$ cat src/rtl/uart_rx_if.sv
// Serial-in / byte-out bundle for the 8N1 UART receiver.
// The master side drives the line and observes the received byte and strobes.
interface uart_rx_if;
    logic       i_Rx_Serial;
    logic       o_Rx_DV;
    logic [7:0] o_Rx_Byte;
    logic       o_Rx_Frame_Err;
    logic       o_Rx_Busy;

    modport master (
        output i_Rx_Serial,
        input  o_Rx_DV,
        input  o_Rx_Byte,
        input  o_Rx_Frame_Err,
        input  o_Rx_Busy
    );

    modport slave (
        input  i_Rx_Serial,
        output o_Rx_DV,
        output o_Rx_Byte,
        output o_Rx_Frame_Err,
        output o_Rx_Busy
    );
endinterface

$ cat src/rtl/uart_rx.sv
// 8N1 UART receiver with 2-flop synchronizer and 3-sample majority vote.
// Rejects false starts and flags framing errors, holding off in BREAK until idle.
module uart_rx #(
    parameter int CLKS_PER_BIT = 87
) (
    input  logic      i_Clock,
    input  logic      i_Rst_n,
    uart_rx_if.slave  rx
);
    localparam int HALF = CLKS_PER_BIT / 2;
    localparam int CW   = $clog2(CLKS_PER_BIT);

    typedef enum logic [2:0] {
        IDLE,
        START,
        DATA,
        STOP,
        BRK
    } state_e;

    state_e          state_q;
    logic            meta_q;
    logic            rx_s_q;
    logic [CW-1:0]   cnt_q;
    logic [CW-1:0]   cnt_d;
    logic [2:0]      idx_q;
    logic [7:0]      shift_q;
    logic [7:0]      byte_q;
    logic            s0_q;
    logic            s1_q;
    logic            dv_q;
    logic            fe_q;
    logic            busy_q;
    logic            last;
    logic            mid;
    logic            maj;

    assign last  = (cnt_q == CW'(CLKS_PER_BIT - 1));
    assign mid   = (cnt_q == CW'(HALF + 1));
    assign cnt_d = last ? '0 : cnt_q + 1'b1;
    // third vote is the live sample taken at HALF+1
    assign maj   = (s0_q & s1_q) | (s0_q & rx_s_q) | (s1_q & rx_s_q);

    always_ff @(posedge i_Clock or negedge i_Rst_n) begin
        if (!i_Rst_n) begin
            meta_q <= 1'b1;
            rx_s_q <= 1'b1;
        end else begin
            meta_q <= rx.i_Rx_Serial;
            rx_s_q <= meta_q;
        end
    end

    always_ff @(posedge i_Clock or negedge i_Rst_n) begin
        if (!i_Rst_n) begin
            state_q <= IDLE;
            cnt_q   <= '0;
            idx_q   <= '0;
            shift_q <= '0;
            byte_q  <= '0;
            s0_q    <= 1'b1;
            s1_q    <= 1'b1;
            dv_q    <= 1'b0;
            fe_q    <= 1'b0;
            busy_q  <= 1'b0;
        end else begin
            dv_q <= 1'b0;
            fe_q <= 1'b0;
            if (cnt_q == CW'(HALF - 1)) s0_q <= rx_s_q;
            if (cnt_q == CW'(HALF))     s1_q <= rx_s_q;
            unique case (state_q)
                IDLE: begin
                    cnt_q <= '0;
                    idx_q <= '0;
                    if (!rx_s_q) begin
                        state_q <= START;
                        busy_q  <= 1'b1;
                    end
                end
                START: begin
                    cnt_q <= cnt_d;
                    if (mid && maj) begin
                        state_q <= IDLE;
                        busy_q  <= 1'b0;
                    end else if (last) begin
                        state_q <= DATA;
                        idx_q   <= '0;
                    end
                end
                DATA: begin
                    cnt_q <= cnt_d;
                    if (mid) shift_q[idx_q] <= maj;
                    if (last) begin
                        if (idx_q == 3'd7) state_q <= STOP;
                        else               idx_q   <= idx_q + 3'd1;
                    end
                end
                STOP: begin
                    cnt_q <= cnt_d;
                    // leave mid-stop so a back-to-back start edge is not missed
                    if (mid) begin
                        if (maj) begin
                            byte_q  <= shift_q;
                            dv_q    <= 1'b1;
                            state_q <= IDLE;
                            busy_q  <= 1'b0;
                        end else begin
                            fe_q    <= 1'b1;
                            state_q <= BRK;
                        end
                    end
                end
                BRK: begin
                    cnt_q <= '0;
                    if (rx_s_q) begin
                        state_q <= IDLE;
                        busy_q  <= 1'b0;
                    end
                end
                default: begin
                    state_q <= IDLE;
                    busy_q  <= 1'b0;
                end
            endcase
        end
    end

    assign rx.o_Rx_DV        = dv_q;
    assign rx.o_Rx_Byte      = byte_q;
    assign rx.o_Rx_Frame_Err = fe_q;
    assign rx.o_Rx_Busy      = busy_q;
endmodule

$ cat src/flat_wrapper.sv
// flat-port wrapper written by rule: the top's interface ports become plain ports
module uart_rx_flat 
#(
    parameter int CLKS_PER_BIT = 87
)
  (i_Clock, i_Rst_n, rx_i_Rx_Serial, rx_o_Rx_DV, rx_o_Rx_Byte, rx_o_Rx_Frame_Err, rx_o_Rx_Busy);
  uart_rx_if rx_i ();
  input  logic i_Clock;
  input  logic i_Rst_n;
  input wire logic [$bits(rx_i.i_Rx_Serial)-1:0] rx_i_Rx_Serial;
  output wire logic [$bits(rx_i.o_Rx_DV)-1:0] rx_o_Rx_DV;
  output wire logic [$bits(rx_i.o_Rx_Byte)-1:0] rx_o_Rx_Byte;
  output wire logic [$bits(rx_i.o_Rx_Frame_Err)-1:0] rx_o_Rx_Frame_Err;
  output wire logic [$bits(rx_i.o_Rx_Busy)-1:0] rx_o_Rx_Busy;
  assign rx_i.i_Rx_Serial = rx_i_Rx_Serial;
  assign rx_o_Rx_DV = rx_i.o_Rx_DV;
  assign rx_o_Rx_Byte = rx_i.o_Rx_Byte;
  assign rx_o_Rx_Frame_Err = rx_i.o_Rx_Frame_Err;
  assign rx_o_Rx_Busy = rx_i.o_Rx_Busy;
  uart_rx #(.CLKS_PER_BIT(CLKS_PER_BIT)) u_core (.i_Clock(i_Clock), .i_Rst_n(i_Rst_n), .rx(rx_i));
endmodule
$ cat config.mk
export PLATFORM = sky130hd
export DESIGN_NAME = uart_rx_flat
export DESIGN_NICKNAME = d
export VERILOG_FILES = /design/src/rtl/uart_rx_if.sv /design/src/rtl/uart_rx.sv /design/src/flat_wrapper.sv
export SDC_FILE = /design/constraint.sdc
export NUM_CORES = 1
export LEC_CHECK = 0
export CORE_ASPECT_RATIO = 0.8
export CORE_UTILIZATION = 55
export DETAILED_ROUTE_END_ITERATION = 16
export DONT_BUFFER_PORTS = 1
export HOLD_SLACK_MARGIN = 0.1
export PLACE_DENSITY_LB_ADDON = 0.15
export SYNTH_ARGS = -nofsm -noshare
export SYNTH_HDL_FRONTEND = slang
export SYNTH_SLANG_ARGS = --single-unit
$ cat constraint.sdc
create_clock -name i_Clock -period 2.57 [get_ports i_Clock]
set_clock_uncertainty 0.05 [all_clocks]
set_input_delay 0.1285 -clock i_Clock [delete_from_list [all_inputs] [get_ports i_Clock]]
set_output_delay 0.1285 -clock i_Clock [all_outputs]
set_load 0.005 [all_outputs]
[Yosys cells after proc, flatten, opt, wreduce, memory -nomap -nowiden]
Index checks and enable logic that the tools add are counted.
Operators by class
  add/subtract/negate cells: 2
  multiply operators: 0
  div/mod/pow operators: 0
  magnitude comparators: 2
  eq/ne operators: 20
  shift operators: 0
  muxes and demuxes: 31
  bitwise logic cells: 6
  reductions and logical operators: 12
Operator list (number)
  3-bit two-way mux: 12
  7-bit by 6-bit equality test with 1-bit output, second input constant: 3
  3-bit case mux with 5 select lines: 1
  2-bit by 1-bit != test with 1-bit output, second input constant: 7
  7-bit case mux with 2 select lines: 1
  1-bit two-way mux: 12
  6-bit AND reduction: 2
  3-bit case mux with 3 select lines: 1
  8-bit bitwise mux: 1
  7-bit by 1-bit adder with 7-bit output, second input constant: 1
  7-bit equality test, second input constant: 1
  7-bit two-way mux: 1
  3-bit by 2-bit equality test with 1-bit output, second input constant: 2
  3-bit equality test, second input constant: 2
  2-bit != test, second input constant: 3
  1-bit case mux with 5 select lines: 1
  5-bit AND reduction: 1
  3-bit by 4-bit less-than comparator with 1-bit output, second input constant: 1
  3-bit by 1-bit adder with 3-bit output, second input constant: 1
  1-bit AND: 3
  1-bit demux with 3-bit select: 1
  3-bit by 1-bit equality test with 1-bit output, second input constant: 1
  3-bit by 1-bit greater-or-equal comparator with 1-bit output, second input constant: 1
  3-bit zero test: 1
  10 further kinds: 12
Word-level totals
  flip-flop bits (word level): 36
  latch bits: 0
  RAM bits: 0
  bits in read-only memories: 0
  input port bits: 3
  output and inout port bits: 11
  logic and storage cells: 85
  memories: 0

[Logic depth before layout (Yosys ltp)]
  depth in word-level cells: 6
  gate-level depth with buffers: 8

[Worst setup path before layout]
No wires, ideal clock.
  kind: flip-flop to flip-flop
  from: register u_core.cnt_q[0]
  to: register u_core.byte_q[0] (netlist: u_core.rx.o_Rx_Byte[0])
  library setup time: 0.125 ns
  data arrival time: 1.635 ns
  required time: 2.395 ns
  setup slack: 0.760 ns
  stages on the path, launching flop included: 9
  path buffers: 2
  clock period less this slack: 1.810 ns
  path through: dfrtp_1 -> inv_1 -> ha_1 -> and3_1 -> buf_2 -> nand3_2 -> or2_1 -> buf_6 -> mux2_4
Between the ends
  cells in the longest elaborated chain, start to end: 2
Ends and longest elaborated chain
  from (decl): RTL line uart_rx.sv:24  | logic [CW-1:0] cnt_q;
  from (signal assigned): RTL line uart_rx.sv:81  | cnt_q <= cnt_d;
  from (signal assigned): RTL line uart_rx.sv:91  | cnt_q <= cnt_d;
  from (signal assigned): RTL line uart_rx.sv:99  | cnt_q <= cnt_d;
  7-bit by 6-bit equality test with 1-bit output: RTL line uart_rx.sv:39  | assign mid = (cnt_q == CW'(HALF + 1));
  3-bit AND reduction (no line)
  to (signal assigned): RTL line uart_rx.sv:103  | byte_q <= shift_q;
  to (decl): RTL line uart_rx.sv:28  | logic [7:0] byte_q;
No other way between the ends.
A chain may end at the register's enable or synchronous reset.

[Worst setup path in the final report]
  from: register u_core.state_q[2]
  to: register u_core.idx_q[0]
Between the ends
  cells in the longest elaborated chain, start to end: 3
Ends and longest elaborated chain
  from (decl): RTL line uart_rx.sv:21  | state_e state_q;
  from (signal assigned): RTL line uart_rx.sv:56  | state_q <= IDLE;
  from (signal assigned): RTL line uart_rx.sv:76  | state_q <= START;
  from (signal assigned): RTL line uart_rx.sv:83  | state_q <= IDLE;
  3-bit by 2-bit equality test with 1-bit output (tied with other cells): RTL line uart_rx.sv:71  | unique case (state_q)
  2-bit by 1-bit != test with 1-bit output (no line) (tied with other cells)
  5-bit AND reduction (no line)
  to (signal assigned): RTL line uart_rx.sv:95  | else idx_q <= idx_q + 3'd1;
  to (decl): RTL line uart_rx.sv:26  | logic [2:0] idx_q;
Parallel ways exist; a longest one is shown, timed or not.

==> results.md <==
- Status: finished clean
- GR Layer Usage met1: 31.3%
- Maxcap violations: 0
- Vias/cell: 6.05
- Critical-path maximum fanout: 14
- Finished Layout Cells: 205
- DIE AREA: 3520 µm²
- # fillers: 238
- Rows: 18
- Layout cell share with drive strength beyond 1: 23.6%
- Post-Syn Instances: 159
- GRT Total Usage: 21.7%
- Antenna-violating nets left: 0
- Syn Std Cell Area: 1810 µm²
- Root Driver: clkbuf_8
- Slew HR: 63.7%
- Tmin final: 2.08 ns
- Clk slew on worst S/H paths: 0.07 ns
- Finished Cell Area: 1970 µm²
- Most frequent cells in the layout: 32 x dfrtp_1, 15 x nand2_1, 13 x nor2_1
- Setup crit end kind: register
- Slew Limit Fails: 0
- Met2 GRT Util: 28.9%
- EDFF count, synth: 0
- Asr flop ratio synth: 100%
- Tightest Pin Transition: 0.544 ns
- DRC Markers: 0
- Final setup vio count: 0
- Reg2reg path depth: 3
- Leak: 0.906 nW
- DR WL/cell: 15.8 µm
- CTS tree: yes
- First-pass GRT wire length: 5470 µm
- Top_reg_cell synth: dfrtp_1
- RSZ-0062 raised after global routing: no
- Post-synthesis cell type count: 44
- R2R Setup Slk: 0.49 ns
- Initial core utilization: 58.2%
- Synth Register Bits: 36
- Setup crit start kind: register
- H-tree depth: 2
- Worst r2r src: u_core.state_q[2]
- Mean Syn Cell Area: 11.4 µm²
- DRT Pass-1 Iters: 4
- Maximum vdd ir drop: 394 µV
- HPWL after DPL: 2240 µm
- Ports: 14
- Number of global-route vias before repair: 1123
- PortBufs: 0
- Max clock buf depth: 2
- Mapped Nets: 167
- Vias: 1240
- Area delta synth->final: 8.86%
- Hold Path Class: primary input to async pin
- DRT Wirelength: 3240 µm
- Setup TNS: 0 ns
- CORE AREA: 3110 µm²
- Clock Latency Late Sink: 0.29 ns
- Met3 Usage GRT: 6.47%
- Max Clock Freq: 481 MHz
- Post-DP Area: 1830 µm²
- Initial antenna violation count: 0
- N_diodes: 0
- Placed insts: 194
- Overflow left after global routing: 0
- Critical path type: register to register
- Die Wd: 66.1 µm
- Pin count of the biggest net entering global routing: 37
- Final core occ: 63.3%
- Final net count: 172
- Req. time, crit path: 2.69 ns
- CTS Sinks: 36
- Die Ht: 53.3 µm
- GP Congestion: 0.872
- Inserted Clock Buffers: 5
- Initial DRC count: 99
- FF-to-FF End: u_core.idx_q[0]
- Busiest layer in global routing: met1
- Final critical-path share of the clock period: 80.8%
- Final hold vios: 0
- Sequential area share after synthesis: 50.1%
- Crit path DAT: 2.20 ns
- Pwr Density: 573 nW/µm²
- Yosys warnings: 0
- Commonest non-fill, non-tap cell in the layout: dfrtp_1
[sequential cells by signal, indices dropped and copies added (netlist names)]
name                      cells
u_core.cnt_q                  7
u_core.s0_q                   1
u_core.rx.o_Rx_Busy           1
u_core.rx.o_Rx_Frame_Err      1
u_core.s1_q                   1
u_core.idx_q                  3
u_core.rx.o_Rx_Byte           8
u_core.meta_q                 1
u_core.rx_s_q                 1
u_core.rx.o_Rx_DV             1
u_core.shift_q                8
u_core.state_q                3
[final cells by class]
type	count	area, µm²	share of cell area, %
flip-flops and latches	36	906	46.0
clock buffers	8	100	5.09
multi-input cells	113	853	43.4
well taps	40	50.0	2.54
inverters	5	18.8	0.954
repair buffers	3	40.0	2.03
[synthesized netlist by cell type (2+ instances only)]
library cell,n,area share [%]
dfrtp_1,32,44
nand2_1,15,3.1
nor2_1,13,2.7
mux2_2,12,7.5
a21oi_1,8,2.2
mux2_4,8,6.6
o21ai_0,7,1.9
nand3_1,6,1.7
ha_1,5,3.5
dfstp_2,4,5.8
inv_1,4,0.83
and2_1,3,1.0
buf_2,3,0.83
nand3b_1,3,1.2
a311oi_1,2,0.97
and3_1,2,0.69
nand4_1,2,0.69
nor3_1,2,0.55
nor3b_1,2,0.83
or2_2,2,0.69
[worst max-delay path by stage]
stage / startpoint / endpoint / slack, ns / depth (start not counted)
4_1_cts: u_core.cnt_q[0] / u_core.rx.o_Rx_Byte[5] / 0.50 / 6
3_5_place_dp: u_core.cnt_q[0] / u_core.rx.o_Rx_Byte[0] / 0.51 / 6
3_3_place_gp: u_core.state_q[2] / u_core.idx_q[2] / 0.55 / 3
5_1_grt: u_core.cnt_q[0] / u_core.rx.o_Rx_Byte[5] / 0.38 / 6
6_report: u_core.state_q[2] / u_core.idx_q[0] / 0.49 / 3
2_1_floorplan: u_core.cnt_q[0] / u_core.rx.o_Rx_Byte[0] / 0.76 / 8
[power by group]
| group | total (W) | switching, W | internal, W |
|---|---|---|---|
| clock | 0.000439 | 0.000194 | 0.000245 |
| combinational | 0.0000782 | 0.0000436 | 0.0000345 |
| sequential | 0.000611 | 0.0000247 | 0.000586 |
[per-layer routing]
layer,vias up,wire length [µm]
li1,589,-
met1,617,1620
met2,30,1410
met3,4,159
met4,0,54
met5,-,0
[what timing repair did]
action / 4_1_cts / 5_1_grt
hold buffers: 3 / 0
gates resized for setup: 0 / 0
endpoints found under the hold margin: 37 / 0
buffers inserted: 0 / 0
[through the flow]
step | power [W] | worst slack (ns) | hold WS, ns
3_3_place_gp | 0.000680 | 0.550 | -0.216
2_1_floorplan | 0.000665 | 0.760 | -0.217
5_1_grt | 0.00118 | 0.377 | 0.260
6_report | 0.00113 | 0.493 | 0.245
4_1_cts | 0.00114 | 0.502 | 0.245
3_5_place_dp | 0.000682 | 0.506 | -0.216
[kinds of logic after synthesis]
group	after synthesis	share of synthesized area [%]
simple gates	59	18.5
flops	36	50.1
compound gates	25	8.79
mux	21	14.7
buf+inv	10	2.70
fa+ha+maj	7	4.64
xor+xnor	1	0.485
[worst max-delay path, cell delays in order (launching register included)]
cell	delay, ns
dfrtp_1	0.65
clkinv_1	0.41
a32oi_1	0.47
mux2_2	0.39
(Power assumes the default switching activity.)
